--- config.mk ---
export PLATFORM = sky130hd
export DESIGN_NAME = bram_deep_w_ctrl
export DESIGN_NICKNAME = d
export VERILOG_FILES = /design/src/rtl/bram_deep_w_ctrl.sv
export SDC_FILE = /design/constraint.sdc
export NUM_CORES = 1
export LEC_CHECK = 0
export CELL_PAD_IN_SITES_DETAIL_PLACEMENT = 1
export CELL_PAD_IN_SITES_GLOBAL_PLACEMENT = 2
export CORE_ASPECT_RATIO = 0.8
export CORE_MARGIN = 3
export CORE_UTILIZATION = 30
export DETAILED_ROUTE_END_ITERATION = 8
export PLACE_DENSITY = 0.86
export SYNTH_ARGS = -nofsm -noshare
export SYNTH_HDL_FRONTEND = slang
export SYNTH_SLANG_ARGS = --single-unit
--- constraint.sdc ---
create_clock -name i_clk -period 2.4 [get_ports i_clk]
set_clock_uncertainty 0.1 [all_clocks]
set_input_delay 0.36 -clock i_clk [delete_from_list [all_inputs] [get_ports i_clk]]
set_output_delay 0.36 -clock i_clk [all_outputs]
set_load 0.005 [all_outputs]
--- src/rtl/bram_deep_w_ctrl.sv ---
// Sequencer for the deep-write / wide-read BRAM stack feeding the MLP column:
// fills BRAM 0..M-1 from a 64-bit stream, then sweeps the shared read address.
module bram_deep_w_ctrl #(
    parameter int M        = 6,
    parameter int WR_DEPTH = 1024,
    parameter int RD_LAT   = 2
) (
    input  logic        i_clk,
    input  logic        i_reset_n,
    input  logic        i_start_load,
    input  logic [63:0] i_wr_data,
    input  logic        i_wr_valid,
    output logic        o_wr_ready,
    output logic [63:0] o_wrdata,
    output logic [9:0]  o_wraddr,
    output logic [6:0]  o_wrblk_addr,
    output logic        o_wren,
    input  logic        i_start_read,
    input  logic [8:0]  i_rd_last_addr,
    output logic [8:0]  o_rdaddr,
    output logic        o_rd_valid,
    output logic        o_rd_first,
    output logic        o_rd_last,
    output logic        o_load_done,
    output logic        o_busy
);

    localparam int DCW = $clog2(RD_LAT + 2);

    typedef enum logic [1:0] {IDLE, LOAD, READ, DRAIN} state_t;

    state_t          state;
    logic [9:0]      wcnt;
    logic [6:0]      blk;
    logic [8:0]      rcnt;
    logic [8:0]      last_addr_q;
    logic [DCW-1:0]  dcnt;
    logic [RD_LAT:0] vld_pipe;
    logic [RD_LAT:0] fst_pipe;
    logic [RD_LAT:0] lst_pipe;

    logic       beat;
    logic       wr_final;
    logic       issue;
    logic [8:0] iss_addr;
    logic [8:0] iss_last_ref;
    logic       iss_first;
    logic       iss_last;

    assign o_wr_ready = (state == LOAD);
    assign o_busy     = (state != IDLE);
    assign beat       = i_wr_valid && (state == LOAD);
    assign wr_final   = (wcnt == 10'(WR_DEPTH - 1)) && (blk == 7'(M - 1));

    // Issue decision: the start edge itself issues row 0 so the sweep begins
    // on the cycle right after the start pulse.
    always_comb begin
        issue        = 1'b0;
        iss_addr     = rcnt;
        iss_last_ref = last_addr_q;
        if (state == IDLE && i_start_read && !i_start_load) begin
            issue        = 1'b1;
            iss_addr     = '0;
            iss_last_ref = i_rd_last_addr;
        end else if (state == READ) begin
            issue = 1'b1;
        end
        iss_first = issue && (iss_addr == 9'd0);
        iss_last  = issue && (iss_addr == iss_last_ref);
    end

    always_ff @(posedge i_clk or negedge i_reset_n) begin
        if (!i_reset_n) begin
            state        <= IDLE;
            wcnt         <= '0;
            blk          <= '0;
            rcnt         <= '0;
            last_addr_q  <= '0;
            dcnt         <= '0;
            o_wren       <= 1'b0;
            o_wrdata     <= '0;
            o_wraddr     <= '0;
            o_wrblk_addr <= '0;
            o_load_done  <= 1'b0;
            o_rdaddr     <= '0;
        end else begin
            o_wren      <= beat;
            o_load_done <= beat && wr_final;
            if (beat) begin
                o_wrdata     <= i_wr_data;
                o_wraddr     <= wcnt;
                o_wrblk_addr <= blk;
            end
            if (issue)
                o_rdaddr <= iss_addr;

            case (state)
                IDLE: begin
                    if (i_start_load) begin
                        state <= LOAD;
                        wcnt  <= '0;
                        blk   <= '0;
                    end else if (i_start_read) begin
                        last_addr_q <= i_rd_last_addr;
                        rcnt        <= 9'd1;
                        dcnt        <= '0;
                        state       <= iss_last ? DRAIN : READ;
                    end
                end
                // Even/odd write words land in low/high halves of one read row
                // inside the stack; the sequencer only walks linear addresses.
                LOAD: begin
                    if (beat) begin
                        if (wcnt == 10'(WR_DEPTH - 1)) begin
                            wcnt <= '0;
                            if (blk == 7'(M - 1)) begin
                                blk   <= '0;
                                state <= IDLE;
                            end else begin
                                blk <= blk + 7'd1;
                            end
                        end else begin
                            wcnt <= wcnt + 10'd1;
                        end
                    end
                end
                READ: begin
                    rcnt <= rcnt + 9'd1;
                    if (iss_last) begin
                        state <= DRAIN;
                        dcnt  <= '0;
                    end
                end
                DRAIN: begin
                    if (dcnt == DCW'(RD_LAT))
                        state <= IDLE;
                    else
                        dcnt <= dcnt + DCW'(1);
                end
                default: state <= IDLE;
            endcase
        end
    end

    // Read flag pipe: stage 0 aligns with o_rdaddr, stage RD_LAT with MLP data.
    always_ff @(posedge i_clk or negedge i_reset_n) begin
        if (!i_reset_n) begin
            vld_pipe <= '0;
            fst_pipe <= '0;
            lst_pipe <= '0;
        end else begin
            vld_pipe <= {vld_pipe[RD_LAT-1:0], issue};
            fst_pipe <= {fst_pipe[RD_LAT-1:0], iss_first};
            lst_pipe <= {lst_pipe[RD_LAT-1:0], iss_last};
        end
    end

    assign o_rd_valid = vld_pipe[RD_LAT];
    assign o_rd_first = fst_pipe[RD_LAT];
    assign o_rd_last  = lst_pipe[RD_LAT];

endmodule

==> impl_metrics.env <==
export IMPL_grtUsageMet1_pct=18.6
export IMPL_synth_top_family_by_area="multiplexers"
export IMPL_path_class="register to output pin"
export IMPL_placementRows=44
export IMPL_worst_skew_pair_late_latency_ns=0.41
export IMPL_leakage_uw=0.00368
export IMPL_maxCapViolCount=0
export IMPL_cts_max_path_buffers=2
export IMPL_gp_congestion=0.783
export IMPL_slew_headroom_pct=48.3
export IMPL_io_pins=175
export IMPL_drive_above_1_share_pct=19.0
export IMPL_crit_slowest_cell="clkdlybuf4s50_1"
export IMPL_first_pass_iters=5
export IMPL_num_vias=4352
export IMPL_cts_sinks=140
export IMPL_fin_util_pct=46.1
export IMPL_fin_area_sq_um=8530
export IMPL_whs_ns=0.247
export IMPL_synth_compound_area_share_pct=6.59
export IMPL_syn_instance_count=484
export IMPL_grt_pass1_vias=4881
export IMPL_hpwlAfterDp_microns=11500
export IMPL_drt_iter0_markers=215
export IMPL_synthXorXnorAreaFrac_pct=1.83
export IMPL_synth_simple_area_share_pct=13.3
export IMPL_drtAntennaViolNets=0
export IMPL_post_cts_buffers=0
export IMPL_start_util_pct=31.1
export IMPL_portBuffers=174
export IMPL_yosysWarnings=0
export IMPL_required_ns=1.94
export IMPL_use_met2_pct=26.4
export IMPL_setup_worst_path_end_class="output pin"
export IMPL_ys_ff_latch=140
export IMPL_cts_made_buffers=17
export IMPL_avgSynthCellArea_sq_um=11.9
export IMPL_nets=754
export IMPL_crit_fanout=9
export IMPL_wire_per_inst_microns=16.8
export IMPL_peakVddDrop_mv=0.536
export IMPL_clock_fmax_ghz=0.442
export IMPL_coreArea_sq_um=18500
export IMPL_drc_errors=0
export IMPL_antenna_found_initial=0
export IMPL_grt_first_pass_wirelength_microns=25600
export IMPL_placed_cells=904
export IMPL_vias_per_cell=4.64
export IMPL_worstSetupStartpointType="register"
export IMPL_cts_clk_slew_worst_paths_ns=0.06
export IMPL_areaGrowthSynthToFinish_pct=48.2
export IMPL_crit_chain="buf_4 -> or2_2 -> clkdlybuf4s50_1"
export IMPL_cts_tree="yes"
export IMPL_rsz0062_at_grt="no"
export IMPL_place_area_sq_um=7880
export IMPL_yosysSeqAreaShare_pct=60.9
export IMPL_hold_viol=0
export IMPL_max_stage_delay_ns=0.45
export IMPL_netlist_area_sq_um=5760
export IMPL_synthMuxAreaShare_pct=13.7
export IMPL_period_needed_ns=2.26
export IMPL_die_area_sq_um=20900
export IMPL_ys_flop_type="dfrtp_1"
export IMPL_async_reset_ff_share_pct=100
export IMPL_fin_crit_sh_pct=94.4
export IMPL_grtUsageTotal_pct=15.4
export IMPL_min_delay_path_class="register to register"
export IMPL_met3_usage_pct=5.59
export IMPL_cts_root_buffer="clkbuf_16"
export IMPL_grt_max_degree=66
export IMPL_tightest_slew_ns=0.767
export IMPL_r2r_setup_slack_ns=0.16
export IMPL_critical_path_arrival_ns=1.80
export IMPL_synth_cell_types=49
export IMPL_setup_viol=0
export IMPL_die_height_microns=130
export IMPL_tns_ns=0
export IMPL_synth_adder_area_share_pct=1.09
export IMPL_h_tree_depth=4
export IMPL_grt_busiest_layer="met2"
export IMPL_status="complete, no violations"
export IMPL_synth_edf_count=0
export IMPL_totalWireLength_microns=15700
export IMPL_grt_overflow=0
export IMPL_fin_cells=937
export IMPL_die_w_microns=161
export IMPL_maxSlewViolCount=0
export IMPL_synth_net_count=567
export IMPL_num_antenna_cells=0
export IMPL_power_density_nw_per_um2=1270
==> through the flow <==
stage	total power (uW)	setup slack, ns
final	10900	0.135
after global routing	11600	0.0340
after CTS	11000	0.0570
after detailed placement	8150	0.168
after global placement	7920	0.211
after floorplan	5750	0.556
==> sequential cells by signal, summed over array words and instances, names as in the netlist, 3 cells and up <==
name	count
blk	7
fst_pipe	3
last_addr_q	9
lst_pipe	3
o_rdaddr	9
o_wraddr	10
o_wrblk_addr	7
o_wrdata	64
rcnt	9
vld_pipe	3
wcnt	10
==> cells in the final DEF (no fill, tap or decap), types with 2 or more instances in the layout <==
cell type        Yosys  final
nor2_1              21     21
xnor2_1              7      7
buf_12               0      4
mux2_2              69     69
dfrtp_2              0      2
bufinv_16            0      4
ha_1                 5      5
nor2b_1              4      4
or3_1                3      3
clkbuf_16            0     17
buf_4                1     11
o31ai_1              2      2
nand3_1             12     12
or2_2                2      2
and3_1               6      6
nand4_1              4      4
xor2_1               5      5
o22ai_1              2      2
o21ai_0             27     27
and4_1               2      2
clkdlybuf4s50_1      0    173
nand2_1             87     86
inv_1               11     10
clkinvlp_4           0      2
clkinv_2             0      4
dfrtp_1            140    138
nor4_1               4      4
a31oi_1              3      3
nand2b_1             8      8
a21oi_1             14     14
nor3_1               3      3
clkbuf_8             0      3
==> cell usage after synthesis, types with 2 or more instances <==
library cell,count,share of area (%)
nand4_1,4,0.43
buf_6,2,0.39
clkbuf_1,9,0.59
nor2_1,21,1.4
xnor2_1,7,1.1
xor2_1,5,0.76
nand2_1,87,5.7
or2_2,2,0.22
nor4_1,4,0.43
inv_1,11,0.72
o21ai_0,27,2.3
ha_1,5,1.1
and3_1,6,0.65
a31oi_1,3,0.33
mux2_2,69,13
nor3_1,3,0.26
buf_2,9,0.78
or3_1,3,0.33
a21oi_1,14,1.2
and4_1,2,0.30
o22ai_1,2,0.22
nor2b_1,4,0.43
o31ai_1,2,0.26
nand3_1,12,1.0
dfrtp_1,140,61
nand2b_1,8,0.87
==> report_power, final <==
group / internal [uW] / total [uW] / switching [uW]
Sequential: 3350 / 4110 / 766
Combinational: 2390 / 3950 / 1560
Clock: 1820 / 2810 / 993
==> final timing paths <==
kind	startpoint	endpoint	cells after the start
max	state[1]	o_busy	3
max in group asynchronous	i_reset_n	o_load_done	3
min in group asynchronous	i_reset_n	o_rdaddr[5]	2
max reg2reg	wcnt[0]	blk[1]	6
min	vld_pipe[1]	vld_pipe[2]	0
min reg2reg	vld_pipe[1]	vld_pipe[2]	0
==> worst max-delay path, delay by kind of cell, from the launching register on <==
| family | cells | cell delay (ns) |
|---|---|---|
| AND/OR/NAND/NOR | 1 | 0.31 |
| flip-flops | 1 | 0.44 |
| buffers and inverters | 2 | 0.64 |
==> final cells by class <==
cell class / instances / area, sq um
clock buffer: 21 / 470
tap: 253 / 317
inverter: 11 / 41.3
sequential: 140 / 3510
fill: 1966 / 9970
clock inverter: 11 / 164
multi-input combinational: 311 / 2120
timing repair buffer: 190 / 1920
==> per-layer routing <==
metal,up-vias,share of wire (%)
li1,2035,-
met1,2178,42
met2,129,50
met3,10,7.2
met4,0,0.73
met5,-,0
==> kinds of logic after synthesis <==
| group | Yosys count |
|---|---|
| compound gates | 61 |
| xor+xnor | 12 |
| fa+ha+maj | 5 |
| buf+inv | 33 |
| flops | 140 |
| mux | 70 |
| simple gates | 163 |
==> timing repair <==
item	CTS	global route
hold endpoints to repair	63	0
gates cloned	0	0
endpoints found under the setup margin	1	2
resized for setup	1	2
hold buffers	1	0
Note: power is estimated with default switching activity, not from simulation.
